[src/rtl/uart_frame_rx.sv]
// UART receiver (8N1) that locks after an idle preamble and assembles key / group-count / payload fields.
// Define UART_FRAME_RX_PARITY_EN for 8E1 framing (even parity checked before the stop bit).
module uart_frame_rx #(
  parameter int unsigned CLKS_PER_BIT = 5000,
  parameter int unsigned IDLE_BITS    = 12,
  parameter int unsigned KEY_W        = 128,
  parameter int unsigned CNT_W        = 32,
  parameter int unsigned MAX_PAY_W    = 384,
  parameter int unsigned PB_W         = 6
) (
  input  logic                 clk,
  input  logic                 res,
  input  logic                 rx,
  input  logic [PB_W-1:0]      pay_bytes,
  input  logic                 pay_ack,
  output logic [7:0]           byte_data,
  output logic                 byte_valid,
  output logic [KEY_W-1:0]     key,
  output logic                 key_valid,
  output logic [CNT_W-1:0]     grp_cnt,
  output logic                 start,
  output logic [MAX_PAY_W-1:0] pay,
  output logic                 pay_valid,
  output logic                 frm_err,
  output logic                 ovr_err,
  output logic [7:0]           err_cnt,
  output logic                 busy
);

  localparam int unsigned CW        = (CLKS_PER_BIT > 1) ? $clog2(CLKS_PER_BIT) : 1;
  localparam int unsigned IW        = $clog2(IDLE_BITS + 1);
  localparam int unsigned KEY_BYTES = KEY_W / 8;
  localparam int unsigned CNT_BYTES = CNT_W / 8;
  localparam int unsigned PAY_BYTES = MAX_PAY_W / 8;
  localparam int unsigned MAX_KC    = (KEY_BYTES > CNT_BYTES) ? KEY_BYTES : CNT_BYTES;
  localparam int unsigned MAX_BYTES = (MAX_KC > PAY_BYTES) ? MAX_KC : PAY_BYTES;
  localparam int unsigned XW        = $clog2(MAX_BYTES + 1);
  localparam logic [CW-1:0] BAUD_LAST = CW'(CLKS_PER_BIT - 1);
  localparam logic [CW-1:0] BAUD_HALF = CW'(CLKS_PER_BIT / 2 - 1);

  typedef enum logic [2:0] {
    B_SYNC,
    B_IDLE,
    B_START,
    B_DATA,
`ifdef UART_FRAME_RX_PARITY_EN
    B_PAR,
`endif
    B_STOP
  } bstate_t;

  typedef enum logic [1:0] {F_KEY, F_CNT, F_PAY, F_HOLD} fstate_t;

  logic                 r_rx_meta, r_rx_sync, r_rx_prev;
  bstate_t              r_bstate, w_bstate_n;
  logic [CW-1:0]        r_baud, w_baud_n;
  logic [IW-1:0]        r_idle, w_idle_n;
  logic [2:0]           r_bit, w_bit_n;
  logic [7:0]           r_shift, w_shift_n;
  logic                 w_good, w_bad;
`ifdef UART_FRAME_RX_PARITY_EN
  logic                 r_par_ok, w_par_ok_n;
`endif
  logic [7:0]           r_byte_data, r_err_cnt;
  logic                 r_byte_valid, r_frm_err, r_busy;

  fstate_t              r_fstate, w_fstate_n;
  logic [XW-1:0]        r_fidx, w_fidx_n;
  logic [XW-1:0]        r_len, w_len_n, w_len_clamp;
  logic [KEY_W-1:0]     r_key, w_key_n;
  logic [CNT_W-1:0]     r_grp_cnt, w_grp_n;
  logic [MAX_PAY_W-1:0] r_pay, w_pay_n;
  logic                 r_pay_valid, w_pay_valid_n;
  logic                 r_key_valid, w_key_valid_n;
  logic                 r_start, w_start_n;
  logic                 r_ovr_err, w_ovr_n;

  // Bit-level receiver: preamble lock, start/data/stop sampling.
  always_comb begin
    w_bstate_n = r_bstate;
    w_baud_n   = r_baud + CW'(1);
    w_idle_n   = r_idle;
    w_bit_n    = r_bit;
    w_shift_n  = r_shift;
    w_good     = 1'b0;
    w_bad      = 1'b0;
`ifdef UART_FRAME_RX_PARITY_EN
    w_par_ok_n = r_par_ok;
`endif
    case (r_bstate)
      B_SYNC: begin
        if (r_baud == BAUD_LAST) begin
          w_baud_n = '0;
          if (!r_rx_sync) begin
            w_idle_n = '0;
          end else if (r_idle == IW'(IDLE_BITS - 1)) begin
            w_idle_n   = '0;
            w_bstate_n = B_IDLE;
          end else begin
            w_idle_n = r_idle + IW'(1);
          end
        end
      end
      B_IDLE: begin
        w_baud_n = '0;
        if (r_rx_prev && !r_rx_sync) w_bstate_n = B_START;
      end
      B_START: begin
        if (r_baud == BAUD_HALF) begin
          w_baud_n   = '0;
          w_bit_n    = '0;
          w_bstate_n = r_rx_sync ? B_IDLE : B_DATA;
        end
      end
      B_DATA: begin
        if (r_baud == BAUD_LAST) begin
          w_baud_n  = '0;
          w_shift_n = {r_rx_sync, r_shift[7:1]};
          w_bit_n   = r_bit + 3'd1;
          if (r_bit == 3'd7) begin
`ifdef UART_FRAME_RX_PARITY_EN
            w_bstate_n = B_PAR;
`else
            w_bstate_n = B_STOP;
`endif
          end
        end
      end
`ifdef UART_FRAME_RX_PARITY_EN
      B_PAR: begin
        if (r_baud == BAUD_LAST) begin
          w_baud_n   = '0;
          w_par_ok_n = ~(^{r_rx_sync, r_shift});
          w_bstate_n = B_STOP;
        end
      end
`endif
      B_STOP: begin
        if (r_baud == BAUD_LAST) begin
          w_baud_n   = '0;
          w_bstate_n = B_IDLE;
`ifdef UART_FRAME_RX_PARITY_EN
          w_good     = r_rx_sync & r_par_ok;
`else
          w_good     = r_rx_sync;
`endif
          w_bad      = ~w_good;
        end
      end
      default: w_bstate_n = B_SYNC;
    endcase
  end

  // Field assembler: key, group count, then payload rounds with hold/ack.
  always_comb begin
    w_fstate_n    = r_fstate;
    w_fidx_n      = r_fidx;
    w_len_n       = r_len;
    w_key_n       = r_key;
    w_grp_n       = r_grp_cnt;
    w_pay_n       = r_pay;
    w_pay_valid_n = r_pay_valid;
    w_key_valid_n = 1'b0;
    w_start_n     = 1'b0;
    w_ovr_n       = 1'b0;
    w_len_clamp   = ((pay_bytes == '0) || (32'(pay_bytes) > PAY_BYTES)) ? XW'(PAY_BYTES)
                                                                       : XW'(pay_bytes);
    case (r_fstate)
      F_KEY: begin
        if (w_good) begin
          for (int unsigned b = 0; b < KEY_BYTES; b++)
            if (r_fidx == XW'(b)) w_key_n[8*b +: 8] = r_shift;
          if (r_fidx == XW'(KEY_BYTES - 1)) begin
            w_fidx_n      = '0;
            w_key_valid_n = 1'b1;
            w_fstate_n    = F_CNT;
          end else begin
            w_fidx_n = r_fidx + XW'(1);
          end
        end
      end
      F_CNT: begin
        if (w_good) begin
          for (int unsigned b = 0; b < CNT_BYTES; b++)
            if (r_fidx == XW'(b)) w_grp_n[8*b +: 8] = r_shift;
          if (r_fidx == XW'(CNT_BYTES - 1)) begin
            w_fidx_n   = '0;
            w_start_n  = 1'b1;
            w_fstate_n = F_PAY;
            w_pay_n    = '0;
            w_len_n    = w_len_clamp;
          end else begin
            w_fidx_n = r_fidx + XW'(1);
          end
        end
      end
      F_PAY: begin
        if (w_good) begin
          for (int unsigned b = 0; b < PAY_BYTES; b++)
            if (r_fidx == XW'(b)) w_pay_n[8*b +: 8] = r_shift;
          if (r_fidx == r_len - XW'(1)) begin
            w_fidx_n      = '0;
            w_pay_valid_n = 1'b1;
            w_fstate_n    = F_HOLD;
          end else begin
            w_fidx_n = r_fidx + XW'(1);
          end
        end
      end
      F_HOLD: begin
        // A byte completing in the ack cycle is still dropped: the ack wins.
        w_ovr_n = w_good;
        if (pay_ack && r_pay_valid) begin
          w_pay_valid_n = 1'b0;
          w_fidx_n      = '0;
          w_fstate_n    = F_PAY;
          w_pay_n       = '0;
          w_len_n       = w_len_clamp;
        end
      end
      default: w_fstate_n = F_KEY;
    endcase
  end

  // State and output registers.
  always_ff @(posedge clk or negedge res) begin
    if (!res) begin
      r_rx_meta    <= 1'b0;
      r_rx_sync    <= 1'b0;
      r_rx_prev    <= 1'b0;
      r_bstate     <= B_SYNC;
      r_baud       <= '0;
      r_idle       <= '0;
      r_bit        <= '0;
      r_shift      <= '0;
`ifdef UART_FRAME_RX_PARITY_EN
      r_par_ok     <= 1'b0;
`endif
      r_byte_data  <= '0;
      r_byte_valid <= 1'b0;
      r_frm_err    <= 1'b0;
      r_err_cnt    <= '0;
      r_busy       <= 1'b0;
      r_fstate     <= F_KEY;
      r_fidx       <= '0;
      r_len        <= '0;
      r_key        <= '0;
      r_grp_cnt    <= '0;
      r_pay        <= '0;
      r_pay_valid  <= 1'b0;
      r_key_valid  <= 1'b0;
      r_start      <= 1'b0;
      r_ovr_err    <= 1'b0;
    end else begin
      r_rx_meta    <= rx;
      r_rx_sync    <= r_rx_meta;
      r_rx_prev    <= r_rx_sync;
      r_bstate     <= w_bstate_n;
      r_baud       <= w_baud_n;
      r_idle       <= w_idle_n;
      r_bit        <= w_bit_n;
      r_shift      <= w_shift_n;
`ifdef UART_FRAME_RX_PARITY_EN
      r_par_ok     <= w_par_ok_n;
`endif
      r_byte_data  <= w_good ? r_shift : r_byte_data;
      r_byte_valid <= w_good;
      r_frm_err    <= w_bad;
      r_err_cnt    <= (w_bad && (r_err_cnt != 8'hFF)) ? r_err_cnt + 8'd1 : r_err_cnt;
      r_busy       <= (w_bstate_n != B_SYNC) && (w_bstate_n != B_IDLE);
      r_fstate     <= w_fstate_n;
      r_fidx       <= w_fidx_n;
      r_len        <= w_len_n;
      r_key        <= w_key_n;
      r_grp_cnt    <= w_grp_n;
      r_pay        <= w_pay_n;
      r_pay_valid  <= w_pay_valid_n;
      r_key_valid  <= w_key_valid_n;
      r_start      <= w_start_n;
      r_ovr_err    <= w_ovr_n;
    end
  end

  assign byte_data  = r_byte_data;
  assign byte_valid = r_byte_valid;
  assign key        = r_key;
  assign key_valid  = r_key_valid;
  assign grp_cnt    = r_grp_cnt;
  assign start      = r_start;
  assign pay        = r_pay;
  assign pay_valid  = r_pay_valid;
  assign frm_err    = r_frm_err;
  assign ovr_err    = r_ovr_err;
  assign err_cnt    = r_err_cnt;
  assign busy       = r_busy;

endmodule

[config.mk]
export PLATFORM = sky130hd
export DESIGN_NAME = uart_frame_rx
export DESIGN_NICKNAME = d
export VERILOG_FILES = /design/src/rtl/uart_frame_rx.sv
export SDC_FILE = /design/constraint.sdc
export NUM_CORES = 1
export LEC_CHECK = 0
export CORE_ASPECT_RATIO = 2
export CORE_MARGIN = 2
export CORE_UTILIZATION = 41
export CTS_BUF_LIST = sky130_fd_sc_hd__clkbuf_2
export DETAILED_ROUTE_END_ITERATION = 8
export DONT_BUFFER_PORTS = 1
export PLACE_DENSITY = 0.52
export SLEW_MARGIN = 10
export SYNTH_ARGS = -nofsm -noshare
export SYNTH_HDL_FRONTEND = slang
export SYNTH_SLANG_ARGS = --single-unit
[constraint.sdc]
create_clock -name clk -period 4.3 [get_ports clk]
set_input_delay 0.43 -clock clk [delete_from_list [all_inputs] [get_ports clk]]
set_output_delay 0.43 -clock clk [all_outputs]
set_load 0.02 [all_outputs]
==> results of run 1 <==
## sequential cells by signal (all words and copies together), names as in the netlist, 2 cells and up
signal     cells
r_baud        13
r_bstate       3
r_len          6
pay          384
r_shift        8
key          128
r_idle         4
err_cnt        8
byte_data      8
r_bit          3
r_fidx         6
r_fstate       2
grp_cnt       32
## synthesized netlist by cell type (all sizes together) (4+ instances only)
cell type and count:
o2bb2ai 24, o22ai 10, nand2 109, nor4b 9, or2 5, a32o 4
o21ai 56, nand3 15, nor4 8, nor2b 11, inv 11, a21oi 4
a21o 4, mux2 164, o31ai 4, xnor2 17, nand4 14, and2 15
xor2 9, a22o 352, buf 33, ha 10, and3 11, clkbuf 68
dfrtp 615, nor2 77, nor3 11
## per-layer routing
| metal | wire (um) | global-route usage, % | part of all wire (%) | vias up |
|---|---|---|---|---|
| met5 | 0 | 0 | 0 | - |
| met4 | 2820 | 10.3 | 3.5 | 0 |
| met3 | 7160 | 8.61 | 8.8 | 165 |
| met2 | 42800 | 47.1 | 53 | 801 |
| met1 | 28600 | 29.0 | 35 | 8207 |
| li1 | - | - | - | 6606 |
## per-stage QoR
step,util (%),power [W],setup slack (ps)
floorplan,-,0.00590,1980
global placement,43.0,0.00590,1010
detailed placement,43.0,0.00590,981
CTS,45.3,0.00968,628
global route,45.3,0.00992,387
finish,45.3,0.00951,679
## cell type report
cell class	instances	area share (%)
Clock buffer	180	3.41
Sequential cell	615	58.3
Inverter	12	0.171
Timing Repair Buffer	51	1.98
Clock inverter	41	1.14
Multi-Input combinational cell	981	31.3
Tap cell	762	3.61
Antenna cell	1	0.00948
## cell families (layout without fill, tap and decap cells)
group / Yosys count / count (layout) / share of synthesized area (%)
other: 0 / 1 / 0
muxes: 166 / 166 / 7.74
adders and majority gates: 10 / 10 / 0.519
AOI/OAI and AO/OA: 479 / 479 / 16.8
buffers and inverters: 113 / 284 / 2.04
DFF: 615 / 615 / 63.8
and+or+nand+nor: 300 / 300 / 8.19
xor gates and xnor gates: 26 / 26 / 0.944
## power by group through the flow
stage                     combinational (W)  clock, W  sequential, W
after floorplan                  0.00000411         0        0.00590
after global placement           0.00000343         0        0.00590
after detailed placement         0.00000339         0        0.00590
after CTS                         0.0000144   0.00388        0.00578
after global routing              0.0000155   0.00412        0.00579
final                             0.0000146   0.00371        0.00579
## cells in the final DEF (no fill, tap or decap), types with 9 or more instances in the layout
cell type,instances
nor2_8,10
o22ai_1,10
inv_1,11
dfrtp_1,614
xor2_1,9
nand4_1,11
nor2b_1,11
a22o_1,352
o2bb2ai_1,24
nor3_1,9
clkbuf_2,180
buf_4,27
and3_1,11
o21ai_2,29
xnor2_1,17
nand2_1,108
nor2_2,24
clkinv_1,28
nand3_1,14
nor2_1,33
o21ai_0,12
ha_1,10
o21ai_1,15
nor2_4,10
dlygate4sd3_1,16
mux2_2,164
## worst max-delay path: stages (launching register included)
cell and delay (ps):
dfrtp_1 430, nor4_1 350, and2_1 310, nand4_4 360, o31ai_1 450, and2_1 640, mux2_2 400, dlygate4sd3_1 550
## worst max path at each step
| stage | slack, ps | start | to |
|---|---|---|---|
| 3_5_place_dp | 980 | r_baud[5]$_DFF_PN0_ | pay[271]$_DFFE_PN0P_ |
| 3_3_place_gp | 1010 | r_baud[4]$_DFF_PN0_ | pay[271]$_DFFE_PN0P_ |
| 4_1_cts | 630 | r_baud[5]$_DFF_PN0_ | r_len[5]$_DFFE_PN0P_ |
| 5_1_grt | 390 | r_baud[5]$_DFF_PN0_ | r_len[5]$_DFFE_PN0P_ |
| 6_report | 680 | r_baud[5]$_DFF_PN0_ | r_len[5]$_DFFE_PN0P_ |
| 2_1_floorplan | 1980 | r_len[0]$_DFFE_PN0P_ | r_fidx[3]$_DFFE_PN0P_ |
## timing repair
action,4_1_cts,5_1_grt
setup buffers,0,0
endpoints found under the setup margin,0,0
endpoints found under the hold margin,630,615
==> flow_summary.json, run 1 <==
{
  "h-tree-depth": 4,
  "async_reset_ff_share_pct": 100,
  "max_slew_margin_pct": -168,
  "start_kind": "flip-flop",
  "postPlaceCellArea_sq_um": 25000,
  "wl_per_cell_um": 30.8,
  "initial_core_util_pct": 41.5,
  "ctsResizeCount": 0,
  "final_cells": 2643,
  "die_area_sq_um": 60900,
  "finalSetupTns_ps": 0,
  "r2r_start": "r_baud[5]$_DFF_PN0_",
  "vias": 15779,
  "syn_inst": 1709,
  "synth.cell_area_sq_um": 24100,
  "cts_tree": "built",
  "sequentialPowerShare_pct": 60.8,
  "antenna_found_initial": 1,
  "yosys.cell_types.count": 68,
  "detail-route-antenna-nets": 0,
  "dp.cells": 2405,
  "hold_viol": 591,
  "boundaryPins": 577,
  "rrSetupSlack_ps": 680,
  "violations": "hold timing, slew limit",
  "clock_path_buffers": 3,
  "cts_made_buffers": 135,
  "power.switching_w": 0.00233,
  "wirelength_um": 81300,
  "nets": 1816,
  "drv_slew": 486,
  "p_comb_share_pct": 0.2,
  "synth-seq-area-share_pct": 63.8,
  "area_growth_syn_to_layout_pct": 9.36,
  "critPathKind": "reg2reg",
  "fmax_mhz": 276,
  "insertion_delay_ps": 1160,
  "routabilityCongestion": 0.825,
  "clock_skew_ps": 126,
  "yosysWarnings": 0,
  "fp.coreArea_sq_um": 58200,
  "swShare_pct": 24.5,
  "viasPerCell": 5.97,
  "cts-root-buf": "clkbuf_2",
  "critPathCaptureType": "flip-flop",
  "synth_edf_count": 0,
  "worstRegToRegCells": 7,
  "arrival_ps": 4580,
  "multiInputGateArea_sq_um": 8260,
  "clk_pin_slew_worst_paths_ps": 110,
  "drc": 0,
  "grt_pass1_wl_um": 119000,
  "holdBufCountCts": 16,
  "worst_slew_pin_slew_ps": 4020,
  "die_h_um": 347,
  "dp_hpwl_um": 55000,
  "status": "complete, but fails checks",
  "synth_top_area_share_pct": 63.8,
  "required_ps": 5260,
  "hp-class": "in2async",
  "first_global_vias": 16556,
  "internal_power_w": 0.00718,
  "ir_drop_mv": 0.186,
  "layout.area.seq_sq_um": 15400,
  "fp.dieW_um": 176,
  "grt_max_degree": 616,
  "numPortBuffers": 0,
  "r2r-end": "r_len[5]$_DFFE_PN0P_",
  "clockPowerShare_pct": 39.0,
  "syn-num-nets": 1729,
  "worstPathMaxFanout": 16,
  "fin_crit_sh_pct": 84.2,
  "cts.sinks": 615,
  "yosys.area.top_type": "dfrtp_1",
  "final_area_sq_um": 26400,
  "fp-row-count": 125,
  "dr.pass1.iters": 5,
  "cap_violations": 0,
  "grt_overflow": 0,
  "synth-seq-cells": 615,
  "synthTopCellsByArea": "dfrtp_1 64%, a22o_1 13%, mux2_2 7.7%, nand2_1 1.7%, o21ai_2 1.1%",
  "rsz0062_at_grt": "false",
  "finalCriticalPeriod_ps": 3620,
  "setup_viol": 0,
  "powerDensity_nw_per_um2": 361,
  "drt-initial-drc-count": 1158,
  "drive_gt1_share_pct": 27.0,
  "syn-mean-instance-area_sq_um": 14.1,
  "synthFlopType": "dfrtp_1",
  "p_leak_nw": 12.9,
  "whs_ps": -1020,
  "nFillCells": 5319,
  "grt_usage_pct": 26.5
}
(Power assumes the default switching activity.)
==> run 2: changes to the inputs <==
==> constraint.sdc (replaced) <==
create_clock -name clk -period 3.74 [get_ports clk]
set_input_delay 0.374 -clock clk [delete_from_list [all_inputs] [get_ports clk]]
set_output_delay 0.374 -clock clk [all_outputs]
set_load 0.02 [all_outputs]
==> run 2 against run 1 <==
Compared with the run above: the run still ends with hold timing, slew limit left; critical path type unchanged; sequential share of layout area is 0.31 points lower; die area unchanged; design area is 0.53% higher; clock skew decreased by 30 ps; worst hold slack gained 19 ps.
==> flow_summary.json, run 2 (synthesis results as in run 1) <==
{
  "status": "complete, but fails checks",
  "violations": "hold timing, slew limit",
  "setup_viol": 0,
  "h-tree-depth": 4,
  "hold_viol": 615,
  "wl_per_cell_um": 30.5,
  "grt_pass1_wl_um": 119000,
  "final_common_cell": "dfrtp_1",
  "boundaryPins": 577,
  "final_cells": 2677,
  "holdBufCountCts": 20,
  "final_core_util_pct": 45.6,
  "required_ps": 4800,
  "layout.area.seq_sq_um": 15400,
  "first_global_vias": 16260,
  "nFillCells": 5365,
  "crit_buf_inv": 2,
  "cts_made_buffers": 137,
  "setup_slack_ps": 371,
  "largest_register_ffs": 384,
  "dr.pass1.iters": 5,
  "vias": 15769,
  "fp-row-count": 125,
  "worstPathCellList": "nor4_1, and2_1, nand4_4, o31ai_1, nand4_1, dlygate4sd3_1, o21ai_0, dlygate4sd3_1",
  "initial_core_util_pct": 41.5,
  "clock_skew_ps": 96.0,
  "drt-initial-drc-count": 968,
  "die_area_sq_um": 60900,
  "path_common_cell": "dlygate4sd3_1",
  "cts.sinks": 615,
  "rsz0062_at_grt": "false",
  "ctsResizeCount": 0,
  "cts-root-buf": "clkbuf_2",
  "clock_path_buffers": 3,
  "cts_tree": "built",
  "antenna_found_initial": 1,
  "critical-path-slowest-cell": "dlygate4sd3_1",
  "fp.coreArea_sq_um": 58200,
  "pre_cts_ws_ps": 711,
  "detail-route-antenna-nets": 0,
  "clk_pin_slew_worst_paths_ps": 110,
  "numPortBuffers": 0,
  "nets": 1836,
  "fin_crit_sh_pct": 90.1,
  "start_kind": "flip-flop",
  "wirelength_um": 81600,
  "powerDensity_nw_per_um2": 414,
  "p_leak_nw": 13.0,
  "drive_gt1_share_pct": 28.1,
  "post_cts_buffers": 0,
  "drc": 0,
  "worstPathMaxFanout": 16,
  "viasPerCell": 5.89,
  "total_power_w": 0.0110,
  "grt_usage_pct": 26.5,
  "routabilityCongestion": 0.859,
  "worst_slew_pin_slew_ps": 3290,
  "finalSetupTns_ps": 0,
  "fp.dieW_um": 176,
  "drv_slew": 409,
  "final_cell_mix": "614 x dfrtp_1, 352 x a22o_1, 191 x clkbuf_2",
  "whs_ps": -1000,
  "fmax_mhz": 297,
  "critPathCaptureType": "flip-flop",
  "hp-class": "in2async",
  "die_h_um": 347,
  "max_slew_margin_pct": -120,
  "multiInputGateArea_sq_um": 8260,
  "dp.cells": 2419,
  "ir_drop_mv": 0.207,
  "critPathKind": "reg2reg",
  "area_growth_syn_to_layout_pct": 9.94,
  "cap_violations": 0,
  "grt_max_degree": 616,
  "cpLargestDelayFamily": "simple AND/OR/NAND/NOR gates",
  "dp_hpwl_um": 54700,
  "insertion_delay_ps": 1130,
  "slowest_delay_ps": 580,
  "grt_overflow": 0,
  "arrival_ps": 4430,
  "finalCriticalPeriod_ps": 3370
}
[run 2: cell type report]
cell class / instances / share of cell area [%]
Sequential cell: 615 / 58.0
Inverter: 12 / 0.170
Multi-Input combinational cell: 981 / 31.2
Timing Repair Buffer: 69 / 2.38
Clock inverter: 46 / 1.05
Tap cell: 762 / 3.59
Clock buffer: 191 / 3.60
Antenna cell: 1 / 0.00943
[run 2: power breakdown]
group          leakage, nW  switching, W  internal [W]  total [W]
logic                 3.71    0.00000861     0.0000119  0.0000206
clock network        0.927       0.00273       0.00159    0.00432
registers             8.39   0.000000927       0.00665    0.00665
[run 2: worst paths after layout]
path | startpoint | to | slack (ps) | cells after the start
worst max-delay path | r_baud[4]$_DFF_PN0_ | r_len[0]$_DFFE_PN0P_ | 370 | 8
worst min-delay path | res | key[103]$_DFFE_PN0P_ | -1000 | 0
worst max register to register | r_baud[4]$_DFF_PN0_ | r_len[0]$_DFFE_PN0P_ | 370 | 8
worst min register to register | r_rx_meta$_DFF_PN0_ | r_rx_sync$_DFF_PN0_ | 350 | 0
max in group asynchronous | res | r_fstate[0]$_DFFE_PN0P_ | 1960 | 0
min in group clk | r_rx_meta$_DFF_PN0_ | r_rx_sync$_DFF_PN0_ | 350 | 0
[run 2: worst reg2reg max path, cell delays in order, from the launching register on]
cell           delay (ps)
dfrtp_1               430
nor4_1                360
and2_1                340
nand4_4               380
o31ai_1               490
nand4_1               130
dlygate4sd3_1         580
o21ai_0                60
dlygate4sd3_1         560
[run 2: metal layers]
metal,track usage [%],wire length [um],share of wire [%],vias to the layer above
met5,0,0,0,-
met4,11.7,3500,4.3,0
met1,28.3,29100,36,8164
met3,9.05,6930,8.5,173
met2,46.8,42100,52,776
li1,-,-,-,6656
[run 2: per-stage QoR]
step | hold WS, ps | cell area (sq um)
after floorplan | 78.4 | 24100
after global placement | 93.7 | 25100
after detailed placement | 90.8 | 25100
after CTS | -1230 | 26500
after global routing | -1210 | 26500
final | -1000 | 26500
